--- src/rtl/dram_arb.sv ---
// Two-requester arbiter in front of a single DRAM controller port.
// One transaction (command plus its write or read burst) owns the downstream port at a time.
module dram_arb #(
  parameter int RR_EN = 1
) (
  input  logic        clk_core,
  input  logic        reset_n,

  input  logic        m0_cvalid,
  output logic        m0_cready,
  input  logic        m0_cmd,
  input  logic [27:2] m0_addr,
  input  logic        m0_wvalid,
  output logic        m0_wready,
  input  logic        m0_wlast,
  input  logic [31:0] m0_wdata,
  input  logic [3:0]  m0_wmask,
  output logic        m0_rvalid,
  input  logic        m0_rready,
  output logic        m0_rlast,
  output logic [31:0] m0_rdata,

  input  logic        m1_cvalid,
  output logic        m1_cready,
  input  logic        m1_cmd,
  input  logic [27:2] m1_addr,
  input  logic        m1_wvalid,
  output logic        m1_wready,
  input  logic        m1_wlast,
  input  logic [31:0] m1_wdata,
  input  logic [3:0]  m1_wmask,
  output logic        m1_rvalid,
  input  logic        m1_rready,
  output logic        m1_rlast,
  output logic [31:0] m1_rdata,

  output logic        bmain_cvalid_dctl,
  input  logic        dctl_cready,
  output logic        bmain_cmd,
  output logic [27:2] bmain_addr,

  output logic        bmain_wvalid_dctl,
  input  logic        dctl_wready,
  output logic        bmain_wlast,
  output logic [31:0] bmain_wdata,
  output logic [3:0]  bmain_wmask,

  input  logic        dctl_rvalid,
  output logic        bmain_rready_dctl,
  input  logic        dctl_rlast,
  input  logic [31:0] dctl_rdata,

  output logic [1:0]  arb_grant,
  output logic        arb_busy,
  output logic        arb_error
);

  typedef enum logic [1:0] {
    IDLE  = 2'd0,
    CMD   = 2'd1,
    WDATA = 2'd2,
    RDATA = 2'd3
  } state_t;

  state_t     state_reg, state_next;
  logic [1:0] grant_reg, grant_next;
  logic       ptr_reg, ptr_next;
  logic       error_reg, error_next;

  // Requester-indexed views of the upstream ports
  logic [1:0]  req_cvalid, req_cmd, req_wvalid, req_wlast, req_rready;
  logic [27:2] req_addr  [2];
  logic [31:0] req_wdata [2];
  logic [3:0]  req_wmask [2];
  logic [1:0]  cready_vec, wready_vec, rvalid_vec;

  assign req_cvalid   = {m1_cvalid, m0_cvalid};
  assign req_cmd      = {m1_cmd,    m0_cmd};
  assign req_wvalid   = {m1_wvalid, m0_wvalid};
  assign req_wlast    = {m1_wlast,  m0_wlast};
  assign req_rready   = {m1_rready, m0_rready};
  assign req_addr[0]  = m0_addr;
  assign req_addr[1]  = m1_addr;
  assign req_wdata[0] = m0_wdata;
  assign req_wdata[1] = m1_wdata;
  assign req_wmask[0] = m0_wmask;
  assign req_wmask[1] = m1_wmask;

  logic in_cmd, in_wdata, in_rdata;
  logic sel;
  logic cmd_beat, wlast_beat, rlast_beat;
  logic [1:0] winner;

  assign in_cmd   = (state_reg == CMD);
  assign in_wdata = (state_reg == WDATA);
  assign in_rdata = (state_reg == RDATA);

  // grant_reg is one-hot whenever sel is used, so bit 1 is the owner index
  assign sel = grant_reg[1];

  assign cmd_beat   = req_cvalid[sel] & dctl_cready;
  assign wlast_beat = req_wvalid[sel] & dctl_wready & req_wlast[sel];
  assign rlast_beat = dctl_rvalid & req_rready[sel] & dctl_rlast;

  always_comb begin
    winner = 2'b00;
    case (req_cvalid)
      2'b01:   winner = 2'b01;
      2'b10:   winner = 2'b10;
      2'b11:   winner = ((RR_EN != 0) && ptr_reg) ? 2'b10 : 2'b01;
      default: winner = 2'b00;
    endcase
  end

  always_ff @(posedge clk_core or negedge reset_n) begin
    if (!reset_n) begin
      state_reg <= IDLE;
      grant_reg <= 2'b00;
      ptr_reg   <= 1'b0;
      error_reg <= 1'b0;
    end else begin
      state_reg <= state_next;
      grant_reg <= grant_next;
      ptr_reg   <= ptr_next;
      error_reg <= error_next;
    end
  end

  always_comb begin
    state_next = state_reg;
    grant_next = grant_reg;
    ptr_next   = ptr_reg;
    error_next = error_reg;

    // The read owner driving write data, or read data with no read open, is a protocol fault
    if ((dctl_rvalid && !in_rdata) || (in_rdata && req_wvalid[sel])) begin
      error_next = 1'b1;
    end

    case (state_reg)
      IDLE: begin
        if (|req_cvalid) begin
          state_next = CMD;
          grant_next = winner;
        end
      end
      CMD: begin
        if (cmd_beat) begin
          state_next = req_cmd[sel] ? RDATA : WDATA;
        end
      end
      WDATA: begin
        if (wlast_beat) begin
          state_next = IDLE;
          grant_next = 2'b00;
          ptr_next   = ~sel;
        end
      end
      RDATA: begin
        if (rlast_beat) begin
          state_next = IDLE;
          grant_next = 2'b00;
          ptr_next   = ~sel;
        end
      end
      default: begin
        state_next = IDLE;
        grant_next = 2'b00;
      end
    endcase
  end

  // Upstream handshakes: only the owner ever sees ready/valid
  genvar gi;
  generate
    for (gi = 0; gi < 2; gi++) begin : g_req
      assign cready_vec[gi] = in_cmd   & grant_reg[gi] & dctl_cready;
      assign wready_vec[gi] = in_wdata & grant_reg[gi] & dctl_wready;
      assign rvalid_vec[gi] = in_rdata & grant_reg[gi] & dctl_rvalid;
    end
  endgenerate

  assign m0_cready = cready_vec[0];
  assign m1_cready = cready_vec[1];
  assign m0_wready = wready_vec[0];
  assign m1_wready = wready_vec[1];
  assign m0_rvalid = rvalid_vec[0];
  assign m1_rvalid = rvalid_vec[1];

  assign m0_rlast  = in_rdata & dctl_rlast;
  assign m1_rlast  = in_rdata & dctl_rlast;
  assign m0_rdata  = in_rdata ? dctl_rdata : 32'd0;
  assign m1_rdata  = in_rdata ? dctl_rdata : 32'd0;

  assign bmain_cvalid_dctl = in_cmd & req_cvalid[sel];
  assign bmain_cmd         = in_cmd & req_cmd[sel];
  assign bmain_addr        = in_cmd ? req_addr[sel] : 26'd0;

  assign bmain_wvalid_dctl = in_wdata & req_wvalid[sel];
  assign bmain_wlast       = in_wdata & req_wlast[sel];
  assign bmain_wdata       = in_wdata ? req_wdata[sel] : 32'd0;
  assign bmain_wmask       = in_wdata ? req_wmask[sel] : 4'd0;

  assign bmain_rready_dctl = in_rdata & req_rready[sel];

  assign arb_grant = grant_reg;
  assign arb_busy  = (state_reg != IDLE);
  assign arb_error = error_reg;

endmodule

--- config.mk ---
export PLATFORM = sky130hd
export DESIGN_NAME = dram_arb
export DESIGN_NICKNAME = d
export VERILOG_FILES = /design/src/rtl/dram_arb.sv
export SDC_FILE = /design/constraint.sdc
export NUM_CORES = 1
export LEC_CHECK = 0
export CAP_MARGIN = 15
export CORE_AREA = 3 3 120 122
export DETAILED_ROUTE_END_ITERATION = 16
export DIE_AREA = 0 0 123 125
export DONT_BUFFER_PORTS = 1
export SLEW_MARGIN = 20
export SYNTH_ARGS = -nofsm -noshare
export SYNTH_HDL_FRONTEND = slang
export SYNTH_SLANG_ARGS = --single-unit
--- constraint.sdc ---
create_clock -name clk_core -period 1.65 [get_ports clk_core]
set_clock_uncertainty 0.15 [all_clocks]
set_input_delay 0.165 -clock clk_core [delete_from_list [all_inputs] [get_ports clk_core]]
set_output_delay 0.165 -clock clk_core [all_outputs]
set_load 0.005 [all_outputs]
---- Word-level counts from Yosys, hierarchy flattened ----
Index checks and enable logic that the tools add are counted.
word-level totals
  register bits after elaboration ......... 6
  latch bits .............................. 0
  RAM bits ................................ 0
  ROM bits ................................ 0
  logic and storage cells ................. 89
  memories kept ........................... 0
operators by class
  $add $sub $neg .......................... 0
  multipliers ............................. 0
  div/mod/pow operators ................... 0
  magnitude comparators ................... 2
  eq/ne operators ......................... 10
  shift-type cells ........................ 0
  multiplexer cells ....................... 36
  bitwise operators ....................... 25
  reduce and logical (&&, ||, !) cells .... 12
operator list
  cell                                                      number
  two-way mux 32 bit                                        5
  two-way mux 26 bit                                        4
  AND 1 bit                                                 23
  two-way mux 4 bit                                         4
  two-way mux 1 bit                                         13
  two-way mux 2 bit                                         6
  case mux 2 bit (3 select lines)                           2
  == test 2 bit, second input constant                      4
  case mux 2 bit (4 select lines)                           1
  AND reduction 4 bit                                       2
  inequality test 2 x 1 -> 1 bit, second input constant     3
  == test 2 x 1 -> 1 bit, second input constant             2
  nonzero test 2 bit                                        2
  AND reduction 3 bit                                       1
  nonzero test 3 bit                                        1
  greater-or-equal comparator 2 bit, second input constant  1
  logical AND 1 bit                                         2
  zero test 2 bit                                           1
  < comparator 1 x 2 -> 1 bit, second input constant        1
  inequality test 2 bit, second input constant              1
  inverter 1 -> 2 bit                                       1
  case mux 1 bit (2 select lines)                           1
  OR reduction 2 bit                                        1
  zero test 1 bit                                           1
  2 further kinds                                           2

---- Longest topological paths before layout ----
  depth after elaboration ................. 6
  mapped depth ............................ 5

---- Worst setup path after synthesis ----
Ideal clock, no wire load.
  kind .................................... reg2reg
  start point ............................. register grant_reg[1] (netlist: arb_grant[1])
  end point ............................... register grant_reg[0] (netlist: arb_grant[0])
  library setup time ...................... 0.125 ns
  arrival ................................. 1.300 ns
  slack ................................... 0.075 ns
  cell stages (with the launch flop) ...... 5
  path buffers ............................ 0
  path through ............................ dfrtp_1 -> mux2i_1 -> o32ai_2 -> nor2_2 -> mux2_4
on the way
  cells in the longest elaborated chain, start to end .. 6
ends and longest elaborated chain
  item                                                      line      source
  start: declaration                                        66        logic [1:0] grant_reg, grant_next;
  start signal: assignment                                  123       grant_reg <= grant_next;
  two-way mux 1 bit, on equally long branches (2 in a row)  103, 102
  AND 1 bit, on equally long branches (2 in a row)          103, 102
  inequality test 2 x 1 -> 1 bit (no line)                  --
  AND reduction 4 bit (no line) (*)                         --
Mark *: on every way between the ends. The rest lies on a longest branch, timed or not. The select of a mux whose other input is x is not followed.
A chain may end at the register's enable or synchronous reset.

---- Worst setup path in the final report ----
  start point ............................. register grant_reg[1] (netlist: arb_grant[1])
  end point ............................... output port bmain_wdata[7]
on the way
  cells in the longest elaborated chain, start to end .. 5
ends and longest elaborated chain
  item                                                   line  source
  inverter 1 -> 2 bit (implied by the code)              201   assign bmain_wdata = in_wdata ? req_wdata[sel] : 32'd0;
  two-way mux 32 bit (implied by the code) (3 in a row)  201
  two-way mux 32 bit                                     201
  end: declaration                                       45    output logic [31:0] bmain_wdata,
Every way passes these cells. The select of a mux whose other input is x is not followed.

==> flow_metrics.py <==
metrics = {
    "outcome": {
        "outcome": "finished with violations",
        "violations": "negative setup slack",
    },
    "pwr": {
        "power_density_mw_per_mm2": 1560,
        "irDropWorstVdd_mv": 0.453,
        "p_leak_nw": 1.01,
    },
    "finish": {
        "nets": 435,
        "drive_gt1_frac": 0.244,
        "stdcell_count": 438,
        "diodes": 0,
        "areaGrowthSynthToFinish_pct": 24.7,
        "final_area_mm2": 0.00236,
    },
    "worst_setup_path": {
        "r2r-start": "arb_grant[1]",
        "cp_common_cell": "buf_12",
        "path_class": "reg2out",
        "crit_path_top_delay_cell": "dfrtp_4",
        "cp_cell_sequence": "buf_6 > buf_12 > buf_12 > mux2i_1 > nor2_1 > buf_4",
        "critPathLaunch": "arb_grant[1]",
        "endpoint_kind": "output port",
        "crit_arrival_ns": 1.52,
        "crit_fanout": 8,
        "slowest_delay_ns": 0.49,
        "reg2reg_to": "arb_grant[0]",
        "worstPathRequired_ns": 1.33,
        "endpoint": "bmain_wdata[7]",
        "worstRegToRegCells": 5,
        "worstSetupStartpointType": "flop",
        "r2r_slack_ns": -0.08,
    },
    "timing": {
        "setup_viol": 52,
        "drv_slew": 0,
        "post-route-min-period_ns": 1.83,
        "rsz0062_at_grt": "true",
        "slew_headroom": 0.800,
        "holdWs_ns": 0.0461,
        "period_share": 1.11,
        "hold_viol": 0,
        "tightest_slew_ns": 0.298,
        "setup_ws_ns": -0.185,
        "fmax_mhz": 545,
    },
    "clock_network": {
        "cts_made_buffers": 3,
        "clock_sinks": 6,
        "h-tree-depth": 1,
        "clk_latency_ns": 0.23,
        "cts_tree": "yes",
        "clockBufferDepth": 2,
        "clk_pin_slew_ns": 0.04,
        "root_buffer": "clkbuf_16",
    },
    "synthesis": {
        "ys_warn_count": 0,
        "async_flop_share": 1.00,
        "synth_edf_count": 0,
        "synth_area_leader_cell": "mux2i_1",
        "avgSynthCellArea_um2": 7.03,
        "synth_area_mm2": 0.00190,
        "synth_nets": 442,
        "synth_cell_type_count": 27,
        "ys_ff_latch": 6,
        "ys_top_cells_by_area": "mux2i_1 36%, buf_4 14%, nor2_1 14%",
        "yosys.area.top_type_share": 0.359,
        "ys_seq_area_frac": 0.0792,
        "synthCells": 270,
        "ys.flop_type": "dfrtp_1",
    },
    "global_routing": {
        "grt_max_degree": 39,
        "antenna_found_initial": 0,
        "grt.total_usage": 0.101,
        "grt_remaining_overflow": 0,
        "grt_pass1_vias": 1987,
        "grt_pass1_wl_mm": 11.9,
    },
    "routing": {
        "drt_first_pass_iters": 4,
        "wirelength_mm": 8.79,
        "drt-vias-per-instance": 4.54,
        "first_iter_violations": 78,
        "drc": 0,
        "route.antenna.remaining_nets": 0,
        "wl_per_cell_um": 20.1,
        "routed-via-count": 1990,
    },
    "place": {
        "routabilityCongestion": 0.784,
        "dp_hpwl_mm": 7.50,
        "port_buffers": 0,
        "place_inst": 427,
        "pre_cts_ws_ns": -0.0998,
        "place_area_mm2": 0.00209,
    },
    "job": {
        "cap_violations": 0,
    },
    "worst_hold_path": {
        "holdCritPathClass": "in2reg",
        "hp-start": "m1_cvalid",
    },
    "floorplanning": {
        "coreArea_mm2": 0.0133,
        "fp.dieH_um": 125,
        "die_w_um": 123,
        "die_area_mm2": 0.0154,
        "core.rowCount": 42,
        "io_pins": 315,
        "initial_core_util": 0.143,
    },
}
## routing by layer
metal,track usage,part of all wire,vias up
met5,0,0,-
met4,0.0280,0.013,0
met2,0.189,0.52,188
met1,0.101,0.33,916
met3,0.0420,0.14,7
li1,-,-,879
## cell usage in the layout, fill, tap and decap left out, types with 4 or more instances in the layout
cell type / instances
buf_6: 6
nand2_1: 4
dfrtp_1: 5
buf_12: 4
mux2i_1: 63
a21oi_1: 5
and3_1: 33
nor2_1: 67
buf_4: 29
## power by group
group	switching, W	total [W]	internal [W]
Clock	0.0000982	0.000420	0.000322
Sequential	0.0000594	0.000267	0.000207
Combinational	0.00166	0.00300	0.00134
## worst max-delay path, delay by kind of cell (launching register included)
kind	cells	cell delay [ns]
muxes	1	0.15
buffers and inverters	4	0.57
DFF	1	0.49
and+or+nand+nor	1	0.07
## metrics by stage
stage,power [W],utilization,TNS (ns)
2_1_floorplan,0.00248,-,0
3_3_place_gp,0.00297,0.157,-0.134
3_5_place_dp,0.00303,0.157,-0.193
4_1_cts,0.00364,0.173,-5.89
5_1_grt,0.00404,0.178,-8.68
6_report,0.00369,0.178,-5.43
## cells by family after synthesis
family,after synthesis,synth area share
multiplexers,69,0.367
AND/OR/NAND/NOR,120,0.303
buffers and inverters,60,0.196
AO/OA/AOI/OAI,15,0.0548
flip-flops,6,0.0792
## Yosys cell counts (2+ instances only)
cell type and n:
buf_4 36, and4_1 2, buf_2 9, clkbuf_1 11, nand2_1 4, nor2_1 70
nand2b_1 2, a21oi_1 6, o21ai_1 2, mux2i_1 68, inv_1 3, and3_1 37
dfrtp_1 6
## layout make-up
class	count	area [um^2]
multi-input combinational	204	1460
clock buffer	4	78.8
fill	1475	10900
timing repair buffer	44	438
sequential	6	154
tap	176	220
inverter	4	15.0
## worst min-delay path by stage
stage / to / slack, ns / depth (start not counted)
final: state_reg[0] / 0.05 / 2
after global routing: arb_grant[1] / 0.06 / 2
after CTS: state_reg[0] / 0.04 / 2
after detailed placement: ptr_reg / -0.28 / 0
after global placement: ptr_reg / -0.28 / 0
after floorplan: arb_error / -0.28 / 0
## timing repair
action | CTS | global route
buffers inserted | 3 | 0
cloned | 1 | 0
hold buffers | 3 | 0
resized for setup | 11 | 18
setup endpoints to repair | 62 | 131
pin swaps | 4 | 8
endpoints found under the hold margin | 8 | 0
No activity file was read; power rests on OpenSTA's default activity.
